### config.mk
export PLATFORM = sky130hd
export DESIGN_NAME = mantissa_normalizer
export DESIGN_NICKNAME = d
export VERILOG_FILES = /design/src/rtl/mantissa_normalizer.sv
export SDC_FILE = /design/constraint.sdc
export NUM_CORES = 1
export LEC_CHECK = 0
export ABC_CLOCK_PERIOD_IN_PS = 2500
export BUFFER_PORTS_ARGS = -buffer_cell sky130_fd_sc_hd__buf_2
export CAP_MARGIN = 25
export CORE_AREA = 2 2 72 74
export CTS_CLUSTER_DIAMETER = 50
export DETAILED_ROUTE_END_ITERATION = 16
export DIE_AREA = 0 0 74 76
export HOLD_SLACK_MARGIN = 0.1
export PLACE_DENSITY = 0.76
export SYNTH_ARGS = -nofsm -noshare
export SYNTH_HDL_FRONTEND = slang
export SYNTH_SLANG_ARGS = --single-unit
### constraint.sdc
create_clock -name clk -period 2.5 [get_ports clk]
set_clock_uncertainty 0.05 [all_clocks]
set_input_delay 0.25 -clock clk [delete_from_list [all_inputs] [get_ports clk]]
set_output_delay 0.25 -clock clk [all_outputs]
set_load 0.05 [all_outputs]
### src/rtl/mantissa_normalizer.sv
// rtl/mantissa_normalizer.sv - sequential left-shift significand normalizer
// Shifts one bit per cycle until the hidden bit is set, stopping on zero or exponent floor.
module mantissa_normalizer #(
    parameter int MANT_W = 24,
    parameter int EXP_W  = 8,
    parameter int CNT_W  = 8
) (
    input  logic              clk,
    input  logic              rst,
    input  logic              start,
    input  logic [MANT_W-1:0] mant_in,
    input  logic [EXP_W-1:0]  exp_in,
    output logic              busy,
    output logic              done,
    output logic [MANT_W-1:0] mant_out,
    output logic [EXP_W-1:0]  exp_out,
    output logic [CNT_W-1:0]  shift_cnt,
    output logic              zero,
    output logic              denorm
);

    typedef enum logic [1:0] {
        IDLE  = 2'd0,
        SHIFT = 2'd1,
        DONE  = 2'd2
    } state_t;

    state_t             state_q;
    logic [MANT_W-1:0]  mant_q;
    logic [EXP_W-1:0]   exp_q;
    logic [CNT_W-1:0]   cnt_q;
    logic               zero_q;
    logic               denorm_q;
    logic               busy_q;
    logic               done_q;

    always_ff @(posedge clk) begin
        if (rst) begin
            state_q  <= IDLE;
            mant_q   <= '0;
            exp_q    <= '0;
            cnt_q    <= '0;
            zero_q   <= 1'b0;
            denorm_q <= 1'b0;
            busy_q   <= 1'b0;
            done_q   <= 1'b0;
        end else begin
            // Status flags trail the state by one cycle so they come straight off flops.
            busy_q <= (state_q != IDLE);
            done_q <= (state_q == DONE);

            case (state_q)
                IDLE: begin
                    if (start) begin
                        mant_q   <= mant_in;
                        exp_q    <= exp_in;
                        cnt_q    <= '0;
                        zero_q   <= 1'b0;
                        denorm_q <= 1'b0;
                        state_q  <= SHIFT;
                    end
                end
                SHIFT: begin
                    if (mant_q == '0) begin
                        zero_q  <= 1'b1;
                        exp_q   <= '0;
                        state_q <= DONE;
                    end else if (mant_q[MANT_W-1]) begin
                        state_q <= DONE;
                    end else if (exp_q <= EXP_W'(1)) begin
                        // Exponent floor: leave the significand as a denormal.
                        denorm_q <= 1'b1;
                        exp_q    <= '0;
                        state_q  <= DONE;
                    end else begin
                        mant_q <= {mant_q[MANT_W-2:0], 1'b0};
                        exp_q  <= exp_q - EXP_W'(1);
                        cnt_q  <= cnt_q + CNT_W'(1);
                    end
                end
                DONE: begin
                    state_q <= IDLE;
                end
                default: begin
                    state_q <= IDLE;
                end
            endcase
        end
    end

    assign busy      = busy_q;
    assign done      = done_q;
    assign mant_out  = mant_q;
    assign exp_out   = exp_q;
    assign shift_cnt = cnt_q;
    assign zero      = zero_q;
    assign denorm    = denorm_q;

endmodule

==> flow_summary.ini, run 1 <==
[status]
outcome = complete, no violations

[floorplanning]
rows = 26
die-area_um2 = 5620
die_x_um = 74
fp.dieH_um = 76
start_util_pct = 47.3
ios = 79
core_area_um2 = 4910

[global_route]
grt_usage_pct = 21.7
grt_pass1_wl_um = 10100
grt_max_degree = 40
grt_overflow_total = 0
grt_pass1_vias = 2118
antenna_found_initial = 0

[synthesis]
synth_cell_types = 47
ys_ff_latch = 46
ys.flop_type = dfxtp_1
syn_area_per_cell_um2 = 8.64
ys_seq_area_share_pct = 39.6
async_reset_ff_share_pct = 0
yosysWarnings = 0
netlist_area_um2 = 2320
synth_edf_count = 0
synth_cells = 269
syn_nets = 307

[placement]
place_hpwl_um = 4200
port-buffer-count = 78
gp_congestion = 0.815
dp_slack_ns = 0.205

[clock_tree]
holdBufCountCts = 0
clock_latency_ns = 0.30
ctsResizeCount = 0
cts_root_buffer = clkbuf_8
clock_path_buffers = 2
cts_made_buffers = 5
cts_sinks = 46
cts_tree = yes
htree_num_levels = 2
post_cts_buffers = 0
clkTransAtPathRegs_ns = 0.09

[setup_path]
reg2reg_slack_ns = 0.17
crit_required_ns = 2.68
slowest_delay_ns = 0.54
critPathArrivalTime_ns = 2.52
critPathBufInv = 1
cp-end-kind = register
critical_path.max_fanout = 14
critPathKind = reg -> reg
critPathSlowestCell = or4_1
crit_chain = inv_1, ha_1, or2_1, and3_2, a21o_1, or4_1, a21oi_1
worstSetupStartpointType = register
critPathTopFamily = simple AND/OR/NAND/NOR gates

[sta]
tns_ns = 0
rsz0062_at_grt = no
setup_ws_ns = 0.165
maxSlewHeadroom_pct = 52.4
layout_min_cycle_time_ns = 2.33
fin_crit_sh_pct = 93.4
setup_viol = 0
finalHoldViolCount = 0
max_freq_mhz = 428
maxSlewViolCount = 0
worst_pin_slew_ns = 0.706

[layout]
final_layout_size_suffix_gt1_share_pct = 31.4
syn_to_final_growth_pct = 24.1
multi_input_area_um2 = 1270
regArea_um2 = 921
diodes = 0
final_util_pct = 58.7
nFillCells = 463
final_common_cell = buf_2
fin_nets = 381
layout_common_cells = buf_2 (78), dfxtp_1 (46), a21oi_1 (33), a211oi_1 (23), a22oi_1 (22)

[route]
wl_met3_um = 328
route.met2.wl_um = 2900
drc_errors = 0
totalWireLength_um = 6060
firstDrtPassIters = 5
post_drt_wl_per_cell_um = 14.6
vias = 2363
final_antenna_net_count = 0
wl_met1_um = 2760
highest_layer = met4
first_iter_violations = 137
vias_per_cell = 5.71

[worst_hold_path]
hold_class = in -> reg

[power_and_ir_drop]
finalPower_mw = 3.80
power_density_nw_per_um2 = 1320
leakage_nw = 1.21
peakVddDrop_v = 0.000715

[flow_run]
maxCapViolations = 0
## where the power goes
group          total [mW]  internal, mW  switching, mW  leakage (nW)
combinational        2.04         0.613           1.43         0.785
sequential           1.19         0.944          0.247         0.378
clock               0.570         0.298          0.272        0.0504
total                3.80          1.85           1.95          1.21
## metrics by stage
| step | cell area, um2 | cells | hold slack, ns |
|---|---|---|---|
| floorplan | 2320 | 269 | 0.336 |
| global placement | 2770 | 406 | 0.403 |
| detailed placement | 2770 | 406 | 0.413 |
| CTS | 2880 | 414 | 0.130 |
| global route | 2880 | 414 | 0.148 |
| finish | 2880 | 414 | 0.136 |
## flip-flops by register name, summed over array words and instances, names as in the netlist
signal,count
mant_out,24
exp_out,8
shift_cnt,8
state_q,2
busy,1
denorm,1
done,1
zero,1
## cell type report
type	count	area share, %
Sequential cell	46	31.9
Multi-Input combinational cell	197	44.1
Clock buffer	5	2.39
Timing Repair Buffer	89	16.4
Clock inverter	3	1.56
Tap cell	70	3.04
Inverter	4	0.521
## tightest hold or removal path, cell delays in order
cell and delay, ns:
buf_2 0.10, nand2_1 0.05, a21oi_1 0.05
## worst paths after layout
check,cells past startpoint,end,from
setup / recovery,7,shift_cnt[3]$_SDFFE_PP0P_,exp_out[0]$_SDFFE_PP0P_
hold / removal,3,mant_out[0]$_SDFFE_PP0P_,mant_in[0]
hold reg to reg,2,denorm$_SDFFE_PP0P_,denorm$_SDFFE_PP0P_
setup reg to reg,7,shift_cnt[3]$_SDFFE_PP0P_,exp_out[0]$_SDFFE_PP0P_
## cell families (layout without fill, tap and decap cells)
family | Yosys count | count (layout) | synth area share [%]
AOI/OAI and AO/OA | 116 | 116 | 33.4
adders and majority gates | 3 | 3 | 1.62
buffers and inverters | 26 | 101 | 5.60
and+or+nand+nor | 77 | 77 | 19.3
muxes | 1 | 1 | 0.431
DFF | 46 | 46 | 39.6
## per-layer routing
metal  vias to the layer above  global-route usage (%)
met5                         -                       0
met3                         7                    3.70
met4                         0                    5.27
met1                      1090                    29.7
met2                        74                    35.4
li1                       1192                       -
## cells in the mapped netlist (3+ instances only)
library cell  number  share of area [%]
a211oi_1          23                7.4
a21o_1             3               0.97
a21oi_1           33                7.1
a22oi_1           22                7.1
a31oi_1            6                1.6
buf_2              8                1.7
buf_6              3                1.5
clkbuf_1          10                1.6
dfxtp_1           46                 40
ha_1               3                1.6
inv_1              4               0.65
nand2_1           18                2.9
nand3_1            8                1.7
nand4_1            3               0.81
nor2_1             8                1.3
nor4_1             7                1.9
o21ai_0           10                2.2
o31ai_1            6                1.9
or3_1              5                1.3
or4_1              6                1.9
Note: power is estimated with default switching activity, not from simulation.
==> run 2: changes to the inputs <==
--- a/config.mk
+++ b/config.mk
@@ -14,6 +14,7 @@
 export DIE_AREA = 0 0 74 76
 export HOLD_SLACK_MARGIN = 0.1
 export PLACE_DENSITY = 0.76
+export RECOVER_POWER = 25
 export SYNTH_ARGS = -nofsm -noshare
 export SYNTH_HDL_FRONTEND = slang
 export SYNTH_SLANG_ARGS = --single-unit
==> flow_summary.ini, run 2 (synthesis gave the netlist of run 1 again) <==
[global_route]
grt_pass1_vias = 2118
grt_pass1_wl_um = 10100
grt_overflow_total = 0
grt_usage_pct = 21.7
grt_max_degree = 40
antenna_found_initial = 0

[sta]
layout_min_cycle_time_ns = 2.35
max_freq_mhz = 426
setup_ws_ns = 0.152
maxSlewHeadroom_pct = -11.8
maxSlewViolCount = 40
finalHoldViolCount = 0
worst_pin_slew_ns = 1.68
setup_viol = 0
rsz0062_at_grt = no
fin_crit_sh_pct = 93.9
tns_ns = 0

[layout]
nFillCells = 478
syn_to_final_growth_pct = 22.9
diodes = 0
fin_nets = 381
final_common_cell = buf_2
largest_register_ffs = 24
regArea_um2 = 921
multi_input_area_um2 = 1270
final_layout_size_suffix_gt1_share_pct = 25.3
layout_common_cells = buf_2 (57), dfxtp_1 (46), a21oi_1 (33), a211oi_1 (23), a22oi_1 (22)
final_area_um2 = 2860

[clock_tree]
htree_num_levels = 2
clock_path_buffers = 2
clock_latency_ns = 0.30
cts_tree = yes
cts_made_buffers = 5
cts_root_buffer = clkbuf_8
ctsResizeCount = 0
post_cts_buffers = 0
clkTransAtPathRegs_ns = 0.09
holdBufCountCts = 0
cts_sinks = 46

[floorplanning]
fp.dieH_um = 76
die-area_um2 = 5620
rows = 26
core_area_um2 = 4910
start_util_pct = 47.3
die_x_um = 74
ios = 79

[placement]
gp_congestion = 0.815
port-buffer-count = 78
place_hpwl_um = 4200
dp_slack_ns = 0.205
place_area_um2 = 2770

[route]
drc_errors = 0
route.met2.wl_um = 2880
final_antenna_net_count = 0
wl_met3_um = 308
post_drt_wl_per_cell_um = 14.6
first_iter_violations = 139
firstDrtPassIters = 4
highest_layer = met4
totalWireLength_um = 6030
wl_met1_um = 2790
vias = 2348
vias_per_cell = 5.67

[setup_path]
crit_required_ns = 2.68
critPathArrivalTime_ns = 2.53
critical_path.max_fanout = 14
crit_chain = inv_1, ha_1, or2_1, and3_2, a21o_1, or4_1, a21oi_1
worstSetupStartpointType = register
cp-end-kind = register
critPathKind = reg -> reg
slowest_delay_ns = 0.54
critPathSlowestCell = or4_1

[power_and_ir_drop]
peakVddDrop_v = 0.000707
leakage_nw = 1.13
power_density_nw_per_um2 = 1320

[flow_run]
maxCapViolations = 1

[status]
outcome = finished, violations left
violations = capacitance limit, slew limit

[worst_hold_path]
hold_class = in -> reg
## run 2: report_power, final
part	internal, mW	switching [mW]	leakage [nW]
Clock	0.298	0.267	0.0504
Sequential	0.945	0.249	0.378
Combinational	0.591	1.43	0.701
Total	1.83	1.95	1.13
## run 2: critical path, delay by kind of cell (launching register included)
| kind | cells | cell delay (ns) |
|---|---|---|
| AOI/OAI and AO/OA | 2 | 0.50 |
| adders and majority gates | 1 | 0.22 |
| buffers and inverters | 1 | 0.07 |
| DFF | 1 | 0.43 |
| and+or+nand+nor | 3 | 1.00 |
## run 2: area by class of cell
class                   instances  area share [%]
well taps                      70            3.07
multi-input cells             197            44.5
clock inverters                 3            1.58
repair buffers                 89            15.6
clock buffers                   5            2.41
inverters                       4           0.526
flip-flops and latches         46            32.2
## run 2: final timing paths
kind,start,end,slack (ns),cells after the start
worst max-delay path,exp_out[0]$_SDFFE_PP0P_,shift_cnt[3]$_SDFFE_PP0P_,0.15,7
worst max register to register,exp_out[0]$_SDFFE_PP0P_,shift_cnt[3]$_SDFFE_PP0P_,0.15,7
worst min register to register,denorm$_SDFFE_PP0P_,denorm$_SDFFE_PP0P_,0.43,2
worst min-delay path,mant_in[0],mant_out[0]$_SDFFE_PP0P_,0.14,3
## run 2: metrics by stage
| stage | total power [mW] | hold slack [ns] | util (%) | std cells |
|---|---|---|---|---|
| floorplan | 2.79 | 0.336 | - | 269 |
| global placement | 3.23 | 0.403 | 56.4 | 406 |
| finish | 3.78 | 0.139 | 58.2 | 414 |
| CTS | 3.82 | 0.130 | 58.7 | 414 |
| detailed placement | 3.25 | 0.413 | 56.4 | 406 |
| global route | 4.02 | 0.148 | 58.2 | 414 |
## run 2: metal layers
layer  track usage [%]  up-vias
met1              29.7     1086
met3              3.70        7
met5                 0        -
li1                  -     1188
met4              5.27        0
met2              35.4       67
